[config.mk]
export PLATFORM = sky130hd
export DESIGN_NAME = trace_plotter
export DESIGN_NICKNAME = d
export VERILOG_FILES = /design/src/rtl/trace_plotter.sv
export SDC_FILE = /design/constraint.sdc
export NUM_CORES = 1
export LEC_CHECK = 0
export ABC_AREA = 1
export CAP_MARGIN = 20
export CORE_ASPECT_RATIO = 1.4
export CORE_MARGIN = 1
export CORE_UTILIZATION = 45
export DETAILED_ROUTE_END_ITERATION = 6
export PLACE_DENSITY = 0.78
export SYNTH_ARGS = -nofsm -noshare
export SYNTH_HDL_FRONTEND = slang
export SYNTH_SLANG_ARGS = --single-unit
[constraint.sdc]
create_clock -name i_clk -period 2.2 [get_ports i_clk]
set_input_delay 0.66 -clock i_clk [delete_from_list [all_inputs] [get_ports i_clk]]
set_output_delay 0.66 -clock i_clk [all_outputs]
set_load 0.1 [all_outputs]
[src/rtl/trace_plotter.sv]
// Scope trace writer: per accepted sample, clears one framebuffer column, then draws the segment from the previous sample.
// Latency: V_RES clear writes plus (hi-lo+1) trace writes per sample, one write per cycle, all outputs registered.
// Backpressure: o_sample_ready is high only in IDLE while i_freeze is low; optional grid via `TRACE_PLOTTER_GRATICULE_EN.
module trace_plotter #(
  parameter int         SAMPLE_W = 8,
  parameter int         H_RES    = 640,
  parameter int         V_RES    = 480,
  parameter int         Y_OFFSET = 112,
  parameter logic [2:0] BG_COLOR = 3'b000,
  parameter logic [2:0] TR_COLOR = 3'b010
`ifdef TRACE_PLOTTER_GRATICULE_EN
  ,
  parameter logic [2:0] GRID_COLOR = 3'b001,
  parameter int         GRID_STEP  = 32
`endif
) (
  input  logic                i_clk,
  input  logic                i_rst_n,
  input  logic [SAMPLE_W-1:0] i_sample,
  input  logic                i_sample_valid,
  output logic                o_sample_ready,
  input  logic                i_freeze,
  output logic                o_wr_en,
  output logic [18:0]         o_wr_addr,
  output logic [2:0]          o_wr_data,
  output logic [9:0]          o_cur_col,
  output logic                o_frame_done
);

  typedef enum logic [1:0] {S_IDLE, S_CLEAR, S_DRAW} state_t;

  localparam logic [9:0] FULL_Y = 10'((1 << SAMPLE_W) - 1);
  localparam logic [9:0] Y_OFF  = 10'(Y_OFFSET);
  localparam logic [9:0] V_MAX  = 10'(V_RES - 1);
  localparam logic [8:0] V_LAST = 9'(V_RES - 1);
  localparam logic [9:0] X_LAST = 10'(H_RES - 1);

  state_t      state_q;
  logic [9:0]  x_q;
  logic [8:0]  y_q;
  logic [8:0]  hi_q;
  logic [8:0]  cur_y_q;
  logic [8:0]  prev_y_q;
  logic        prev_valid_q;
  logic        alive_q;
  logic        wr_en_q;
  logic [18:0] wr_addr_q;
  logic [2:0]  wr_data_q;
  logic        frame_done_q;

  logic [9:0]  y_raw_d;
  logic [8:0]  y_map_d;
  logic [8:0]  y_nxt_d;
  logic        single_d;
  logic [8:0]  lo_d;
  logic [8:0]  hi_d;
  logic        accept_d;
  logic [2:0]  clr_first_d;
  logic [2:0]  clr_next_d;

`ifdef TRACE_PLOTTER_GRATICULE_EN
  function automatic logic [2:0] clear_color(input logic [9:0] x, input logic [8:0] y);
    if (((y % 9'(GRID_STEP)) == 9'd0) || ((x % 10'(GRID_STEP)) == 10'd0) ||
        (y == 9'(V_RES / 2)))
      return GRID_COLOR;
    else
      return BG_COLOR;
  endfunction
`endif

  // Sample to row mapping, segment bounds and clear colour for the next write.
  always_comb begin
    y_raw_d  = Y_OFF + (FULL_Y - 10'(i_sample));
    y_map_d  = (y_raw_d > V_MAX) ? V_LAST : y_raw_d[8:0];
    y_nxt_d  = y_q + 9'd1;
    // First sample after reset and column 0 never link back to an older column.
    single_d = !prev_valid_q || (x_q == 10'd0);
    if (single_d) begin
      lo_d = cur_y_q;
      hi_d = cur_y_q;
    end else if (prev_y_q < cur_y_q) begin
      lo_d = prev_y_q;
      hi_d = cur_y_q;
    end else begin
      lo_d = cur_y_q;
      hi_d = prev_y_q;
    end
`ifdef TRACE_PLOTTER_GRATICULE_EN
    clr_first_d = clear_color(x_q, 9'd0);
    clr_next_d  = clear_color(x_q, y_nxt_d);
`else
    clr_first_d = BG_COLOR;
    clr_next_d  = BG_COLOR;
`endif
  end

  // alive_q keeps ready low while reset is held and for the first cycle after.
  assign o_sample_ready = alive_q && (state_q == S_IDLE) && !i_freeze;
  assign accept_d       = o_sample_ready && i_sample_valid;

  // Column FSM; each write's address/data is set on the edge entering that cycle.
  always_ff @(posedge i_clk or negedge i_rst_n) begin
    if (!i_rst_n) begin
      state_q      <= S_IDLE;
      x_q          <= '0;
      y_q          <= '0;
      hi_q         <= '0;
      cur_y_q      <= '0;
      prev_y_q     <= '0;
      prev_valid_q <= 1'b0;
      alive_q      <= 1'b0;
      wr_en_q      <= 1'b0;
      wr_addr_q    <= '0;
      wr_data_q    <= '0;
      frame_done_q <= 1'b0;
    end else begin
      alive_q      <= 1'b1;
      frame_done_q <= 1'b0;
      case (state_q)
        S_IDLE: begin
          if (accept_d) begin
            cur_y_q   <= y_map_d;
            y_q       <= '0;
            wr_en_q   <= 1'b1;
            wr_addr_q <= {x_q, 9'd0};
            wr_data_q <= clr_first_d;
            state_q   <= S_CLEAR;
          end
        end
        S_CLEAR: begin
          if (y_q == V_LAST) begin
            y_q       <= lo_d;
            hi_q      <= hi_d;
            wr_addr_q <= {x_q, lo_d};
            wr_data_q <= TR_COLOR;
            state_q   <= S_DRAW;
          end else begin
            y_q       <= y_nxt_d;
            wr_addr_q <= {x_q, y_nxt_d};
            wr_data_q <= clr_next_d;
          end
        end
        S_DRAW: begin
          if (y_q == hi_q) begin
            wr_en_q      <= 1'b0;
            prev_y_q     <= cur_y_q;
            prev_valid_q <= 1'b1;
            x_q          <= (x_q == X_LAST) ? 10'd0 : x_q + 10'd1;
            frame_done_q <= (x_q == X_LAST);
            state_q      <= S_IDLE;
          end else begin
            y_q       <= y_nxt_d;
            wr_addr_q <= {x_q, y_nxt_d};
            wr_data_q <= TR_COLOR;
          end
        end
        default: state_q <= S_IDLE;
      endcase
    end
  end

  assign o_wr_en      = wr_en_q;
  assign o_wr_addr    = wr_addr_q;
  assign o_wr_data    = wr_data_q;
  assign o_cur_col    = x_q;
  assign o_frame_done = frame_done_q;

endmodule

### After elaboration in Yosys (flattened, before gate mapping)

Cells that the tools add are included.

* word-level logic and storage cells: 70
* output and inout port bits: 35
* input bits: 12
* flip-flop bits (word level): 74

* reduce and logical (&&, ||, !) cells: 16
* eq/ne operators: 9
* mux-type cells: 27
* order comparisons: 2
* add/sub/neg operators: 4

Operators by type and width (number)
* 9-bit 2-to-1 mux: 9
* 19-bit case mux with 3 select lines: 1
* 19-bit 2-to-1 mux: 2
* 9-bit case mux with 3 select lines: 1
* 10-bit by 1-bit adder with 10-bit output (second input constant): 1
* 8-bit by 9-bit adder with 10-bit output (first input constant): 1
* 10-bit == test (second input constant): 1
* 10-bit by 9-bit > comparator with 1-bit output (second input constant): 1
* 10-bit zero test: 1
* 10-bit 2-to-1 mux: 1
* 9-bit by 1-bit adder with 9-bit output (second input constant): 1
* 9-bit == test: 1
* 9-bit == test (second input constant): 1
* 9-bit less-than comparator: 1
* 3-bit case mux with 3 select lines: 1
* 3-bit AND reduction: 3
* 8-bit by 8-bit subtractor with 9-bit output (first input constant): 1
* 2-bit 2-to-1 mux: 4
* 2-bit != test (second input constant): 4
* 3-bit 2-to-1 mux: 2
* 2-bit case mux with 3 select lines: 1
* 2-bit AND reduction: 3
* 1-bit 2-to-1 mux: 4
* 1-bit logical AND: 3
* other kinds (8): 9

### Depth between registers and ports, before layout

Gate-level depths: netlist of run 1.

* word-level depth: 6
* gate-level depth with buffers: 13
* gate-level depth less buffers: 13

### Least setup slack after synthesis of run 1

No wires, ideal clock.

* path type: register -> output
* from: register state_q[0]
* to: output port o_sample_ready
* path buffers: 0
* arrival: 2.034 ns
* setup slack: -0.494 ns
* cell stages (with the launch flop): 5
* path through: dfrtp_1 -> inv_1 -> ha_1 -> nand2_2 -> nor2_1

* cells in the longest elaborated chain, start to end: 3

RTL lines
* start: declaration: line 38 `state_t state_q;`
* start signal: assignment: line 104 `state_q <= S_IDLE;`
* start signal: assignment: line 127 `state_q <= S_CLEAR;`
* start signal: assignment: line 136 `state_q <= S_DRAW;`
* 2-bit zero test: line 98 `assign o_sample_ready = alive_q && (state_q == S_IDLE) && !i_freeze;`
* 1-bit logical AND (2 in a row): line 98
* end: declaration: line 21 `output logic o_sample_ready,`

Every way passes these cells.

### Worst setup path after layout of run 1

* from: input port i_freeze
* to: output port o_sample_ready

* cells in the longest elaborated chain, start to end: 2

RTL lines
* start: declaration: line 22 `input logic i_freeze,`
* 1-bit zero test: line 98
* 1-bit logical AND: line 98

Every way passes these cells.

==> results of run 1 <==
## metal layers
| layer | vias up | wire [um] |
|---|---|---|
| li1 | 1591 | - |
| met1 | 1496 | 3330 |
| met2 | 85 | 4290 |
| met3 | 16 | 315 |
| met4 | 0 | 199 |
| met5 | - | 0 |
## power by group through the flow
stage | logic [mW] | clock network [mW] | registers (mW)
after floorplan | 0.685 | 0 | 1.39
after global placement | 0.966 | 0 | 1.34
after detailed placement | 1.01 | 0 | 1.35
after CTS | 1.02 | 1.02 | 1.33
after global routing | 1.15 | 1.07 | 1.34
final | 1.03 | 0.991 | 1.33
## final cells by class
class,count,area [um^2]
tap,100,125
inverter,65,245
clock buffer,12,145
sequential,63,1580
multi-input combinational,326,1770
clock inverter,4,45.0
timing repair buffer,55,686
fill,705,3200
## path summary, 6_finish.rpt
check | cells after the start | start | end | slack [ns]
max | 3 | i_freeze | o_sample_ready | 0.04
min | 2 | i_rst_n | o_wr_addr[11] | 0.30
max reg2reg | 13 | cur_y_q[8] | y_q[7] | 0.21
min reg2reg | 2 | prev_valid_q | prev_valid_q | 0.46
max in group asynchronous | 2 | i_rst_n | o_cur_col[0] | 1.58
min in group i_clk | 2 | prev_valid_q | prev_valid_q | 0.46
## cells by family (layout without fill, tap and decap cells)
kind of cell             Yosys count  in the layout  synth area share, %
flip-flops                        63             63                 43.1
other                              2              3                0.205
AND/OR/NAND/NOR                  228            228                 28.7
buffers and inverters             78            136                 9.40
AO/OA/AOI/OAI                     68             68                 10.4
XOR/XNOR                          10             10                 2.39
adder cells (fa/ha/maj)           17             17                 5.81
## registers in the layout, summed over array words and instances, names as in the netlist
register,count
o_cur_col,10
state_q,2
prev_valid_q,1
o_frame_done,1
o_wr_data,1
cur_y_q,9
y_q,8
hi_q,9
alive_q,1
prev_y_q,9
o_wr_en,1
o_wr_addr,11
## cell usage in the layout (no fill, tap or decap), types with 14 or more instances in the layout
cell | netlist | layout
a21oi_1 | 15 | 14
buf_4 | 5 | 24
nand3_1 | 40 | 40
nand2_1 | 133 | 133
o21ai_0 | 42 | 42
nor2_1 | 16 | 15
ha_1 | 17 | 16
inv_1 | 62 | 60
dfrtp_1 | 63 | 58
buf_12 | 0 | 20
## cells in the mapped netlist (all sizes together)
cell type,number,share of area [%]
or2,1,0.17
xor2,4,0.96
a21oi,15,2.1
nor3b,1,0.51
clkbuf,3,0.31
a22oi,1,0.21
ha,17,5.8
inv,64,6.6
xnor2,6,1.4
nand3b,2,0.75
dfrtp,63,43
nor2,21,3.0
nand4,9,1.5
conb,2,0.21
clkinv,1,0.14
nand3,42,6.0
o21ai,52,8.1
nor4,1,0.17
nand2,146,16
nor3,5,0.68
buf,10,2.4
## metrics by stage
stage                     hold WS, ns  worst slack, ns
after global routing            0.328         -0.00189
after detailed placement        0.443           0.0363
final                           0.305           0.0401
after floorplan                 0.364          -0.0323
after global placement          0.435           0.0451
after CTS                       0.320          0.00461
## worst max-delay path, delay by kind of cell
family / cells / cell delay, ns
buffers and inverters: 2 / 0.66
AND/OR/NAND/NOR: 1 / 0.18
## timing repair
item,in CTS,in global routing
buffers inserted,0,0
setup endpoints to repair,1,10
gates resized for setup,1,5
==> results.yml, run 1 <==
status:
  status: "completed"
drt:
  drc: 0
  via_count: 3188
  wl_per_cell_um: 13.0
  vias_per_cell: 5.10
  detail-route-antenna-nets: 0
  routed_wl_mm: 8.14
  drt_iter0_drc: 233
  drt_pre_antenna_iters: 5
critical_path:
  worstPathRequired_ns: 1.54
  critPathLaunchType: "input port"
  cp_cell_sequence: "clkdlybuf4s50_1 -> nor2_2 -> buf_12"
  slowest_stage: "clkdlybuf4s50_1"
  worst_setup_path_end_kind: "output pin"
  cp_max_fo: 2
  crit_arrival_ns: 1.50
  path_class: "in2out"
  slowest_delay_ns: 0.47
floorplan:
  coreArea_um2: 7800
  pin_count: 47
  die_w_um: 78.2
  dieArea_um2: 8500
  die_h_um: 109
  start_util_pct: 46.9
  rows: 38
sta:
  fmax_mhz: 463
  fin_crit_sh_pct: 98.2
  skew_ns: 0.00651
  finalCriticalPeriod_ns: 2.16
  fin_tns_setup_ns: 0
  finalHoldViolCount: 0
  setup_violations: 0
  slew_violations: 0
placement:
  io_buffers: 44
  dpl.hpwl_mm: 6.07
  routabilityCongestion: 0.872
  place_area_um2: 4380
  dpl.cell_count: 609
grt:
  grt_max_degree: 64
  top_usage_layer: "met2"
  grt_use_total_pct: 21.4
  first_global_vias: 3143
  grtUsageMet3_pct: 5.02
  gr-usage-met2_pct: 38.5
  grt_pass1_wl_mm: 14.0
  gr-total-overflow: 0
  use_met1_pct: 23.5
  antenna_found_initial: 0
logic_synthesis:
  synth_seq_area_share_pct: 43.1
  yosys_register_bits: 63
  synthCells: 466
  postSynthAreaPerCell_um2: 7.85
  yosys_warnings: 0
  syn_area_um2: 3660
  ys_types: 31
power:
  seqPwrFrac_pct: 39.7
  powerDensity_nw_per_um2: 729
  switching_share_pct: 36.0
  power.total_mw: 3.35
  p_comb_share_pct: 30.7
  pwr-share-clk_pct: 29.6
  internal_power_mw: 2.14
  switchingPower_mw: 1.21
  ir_drop_v: 0.000413
  p_leak_nw: 2.23
layout:
  drive_gt1_share_pct: 20.0
  diodes: 0
  final_util_pct: 58.9
  final_cells: 625
  area_growth_pct: 25.6
  stdcell_area_um2: 4600
  nets: 549
clock_network:
  clock-root-buffer: "clkbuf_8"
  hold_buffers: 0
  cts_buffers: 9
  htreeDepth: 3
  clk_path_buf_depth: 2
  insertion_delay_ns: 0.35
  clock_sinks: 63
  clk_pin_slew_ns: 0.07
  cts_tree: "yes"
min_path:
  hold_class: "in2async"
flow_run:
  cap_violations: 0
Note: power is estimated with default switching activity, not from simulation.
==> inputs of run 2 (changes only) <==
Settings changed: TNS_END_PERCENT set to 5.
Clock period 2.2 ns to 2.5 ns, I/O delays scaled along.
==> run 2 against run 1 <==
Sequential share of layout area rose by 2.1 points. First-iteration DRC count rose by 2.1%. Register-to-register slack improved by 0.23 ns. Design area fell by 6.2%. Largest power group unchanged. Die area did not move.
==> results.yml, run 2 (synthesized netlist as in run 1, its figures left out) <==
status:
  status: "completed"
critical_path:
  worst-r2r-cell-count: 12
  r2r_end: "y_q[4]"
  critPathLaunchType: "input port"
  path_class: "in2out"
  slowest_delay_ns: 0.48
  worstPathRequired_ns: 1.75
  worst_setup_path_end_kind: "output pin"
  rrSetupSlack_ns: 0.44
  cp_top_family: "buffers and inverters"
  slowest_stage: "clkdlybuf4s50_1"
  crit_cells: 3
  endpoint: "o_sample_ready"
  timing.rr.start: "cur_y_q[8]"
  cp_cell_sequence: "clkdlybuf4s50_1 -> nor2_2 -> buf_12"
  startpoint: "i_freeze"
  cp_max_fo: 2
  crit_buf_inv: 2
  crit_arrival_ns: 1.60
placement:
  dpl_worst_slack_ns: 0.143
  routabilityCongestion: 0.860
  io_buffers: 44
  dpl.hpwl_mm: 5.99
sta:
  setup_ws_ns: 0.146
  slew_violations: 0
  grt_setup_unrepaired: "no"
  fmax_mhz: 425
  skew_ns: 0.00804
  fin_crit_sh_pct: 94.2
  finalCriticalPeriod_ns: 2.35
  finalHoldViolCount: 0
  finalHoldWorstSlack_ns: 0.405
  fin_tns_setup_ns: 0
  setup_violations: 0
layout:
  largest_reg_flops: 11
  diodes: 0
  nets: 545
  area_growth_pct: 17.8
  final_cell_mix: "133 x nand2_1, 63 x dfrtp_1, 62 x inv_1"
  drive_gt1_share_pct: 17.7
  final_common_cell: "nand2_1"
drt:
  routed_wl_mm: 8.10
  via_count: 3173
  drc: 0
  detail-route-antenna-nets: 0
  vias_per_cell: 5.11
  drt_iter0_drc: 238
  drt_pre_antenna_iters: 4
  wl_per_cell_um: 13.0
clock_network:
  clock-root-buffer: "clkbuf_8"
  cts.repair.resized: 0
  clk_pin_slew_ns: 0.07
  cts_tree: "yes"
  post_cts_buffers: 0
  clock_sinks: 63
  cts_buffers: 9
  clk_path_buf_depth: 2
  hold_buffers: 0
  insertion_delay_ns: 0.35
  htreeDepth: 3
power:
  ir_drop_v: 0.000345
  p_leak_nw: 2.15
  power.total_mw: 2.83
  powerDensity_nw_per_um2: 657
grt:
  grt_pass1_wl_mm: 13.9
  grt_use_total_pct: 21.5
  grtUsageMet3_pct: 4.10
  gr-usage-met2_pct: 38.6
  top_usage_layer: "met2"
  antenna_found_initial: 0
  grt_max_degree: 64
  gr-total-overflow: 0
  first_global_vias: 3052
  use_met1_pct: 23.8
floorplan:
  rows: 38
  die_w_um: 78.2
  pin_count: 47
  start_util_pct: 46.9
  dieArea_um2: 8500
  die_h_um: 109
  coreArea_um2: 7800
flow_run:
  cap_violations: 0
min_path:
  hold_class: "in2async"
==> run 2: worst min path at each step <==
| stage | slack, ns | startpoint | endpoint |
|---|---|---|---|
| 5_1_grt | 0.42 | i_rst_n | o_cur_col[0] |
| 3_3_place_gp | 0.44 | prev_valid_q | prev_valid_q |
| 3_5_place_dp | 0.44 | prev_valid_q | prev_valid_q |
| 4_1_cts | 0.41 | i_rst_n | o_wr_addr[14] |
| 2_1_floorplan | 0.42 | prev_valid_q | prev_valid_q |
| 6_report | 0.40 | i_rst_n | o_wr_addr[14] |
==> run 2: per-stage QoR <==
stage	cells	util [%]	area (um^2)
global placement	605	53.0	4140
floorplan	467	-	3670
CTS	621	55.3	4310
detailed placement	605	53.0	4140
global route	621	55.3	4310
finish	621	55.3	4310
==> run 2: final cells by class <==
type | instances | area (um^2)
clock inverter | 3 | 17.5
tap | 100 | 125
inverter | 65 | 245
clock buffer | 13 | 159
multi-input combinational | 326 | 1750
fill | 707 | 3490
timing repair buffer | 51 | 443
sequential | 63 | 1580
==> run 2: layer usage <==
layer | vias to the layer above | share of wire (%)
li1 | 1584 | -
met1 | 1495 | 40
met2 | 76 | 53
met3 | 18 | 3.6
met4 | 0 | 3.2
met5 | - | 0
==> run 2: power breakdown <==
group	internal, mW	switching, mW
sequential	1.11	0.0549
clock	0.411	0.392
combinational	0.253	0.613
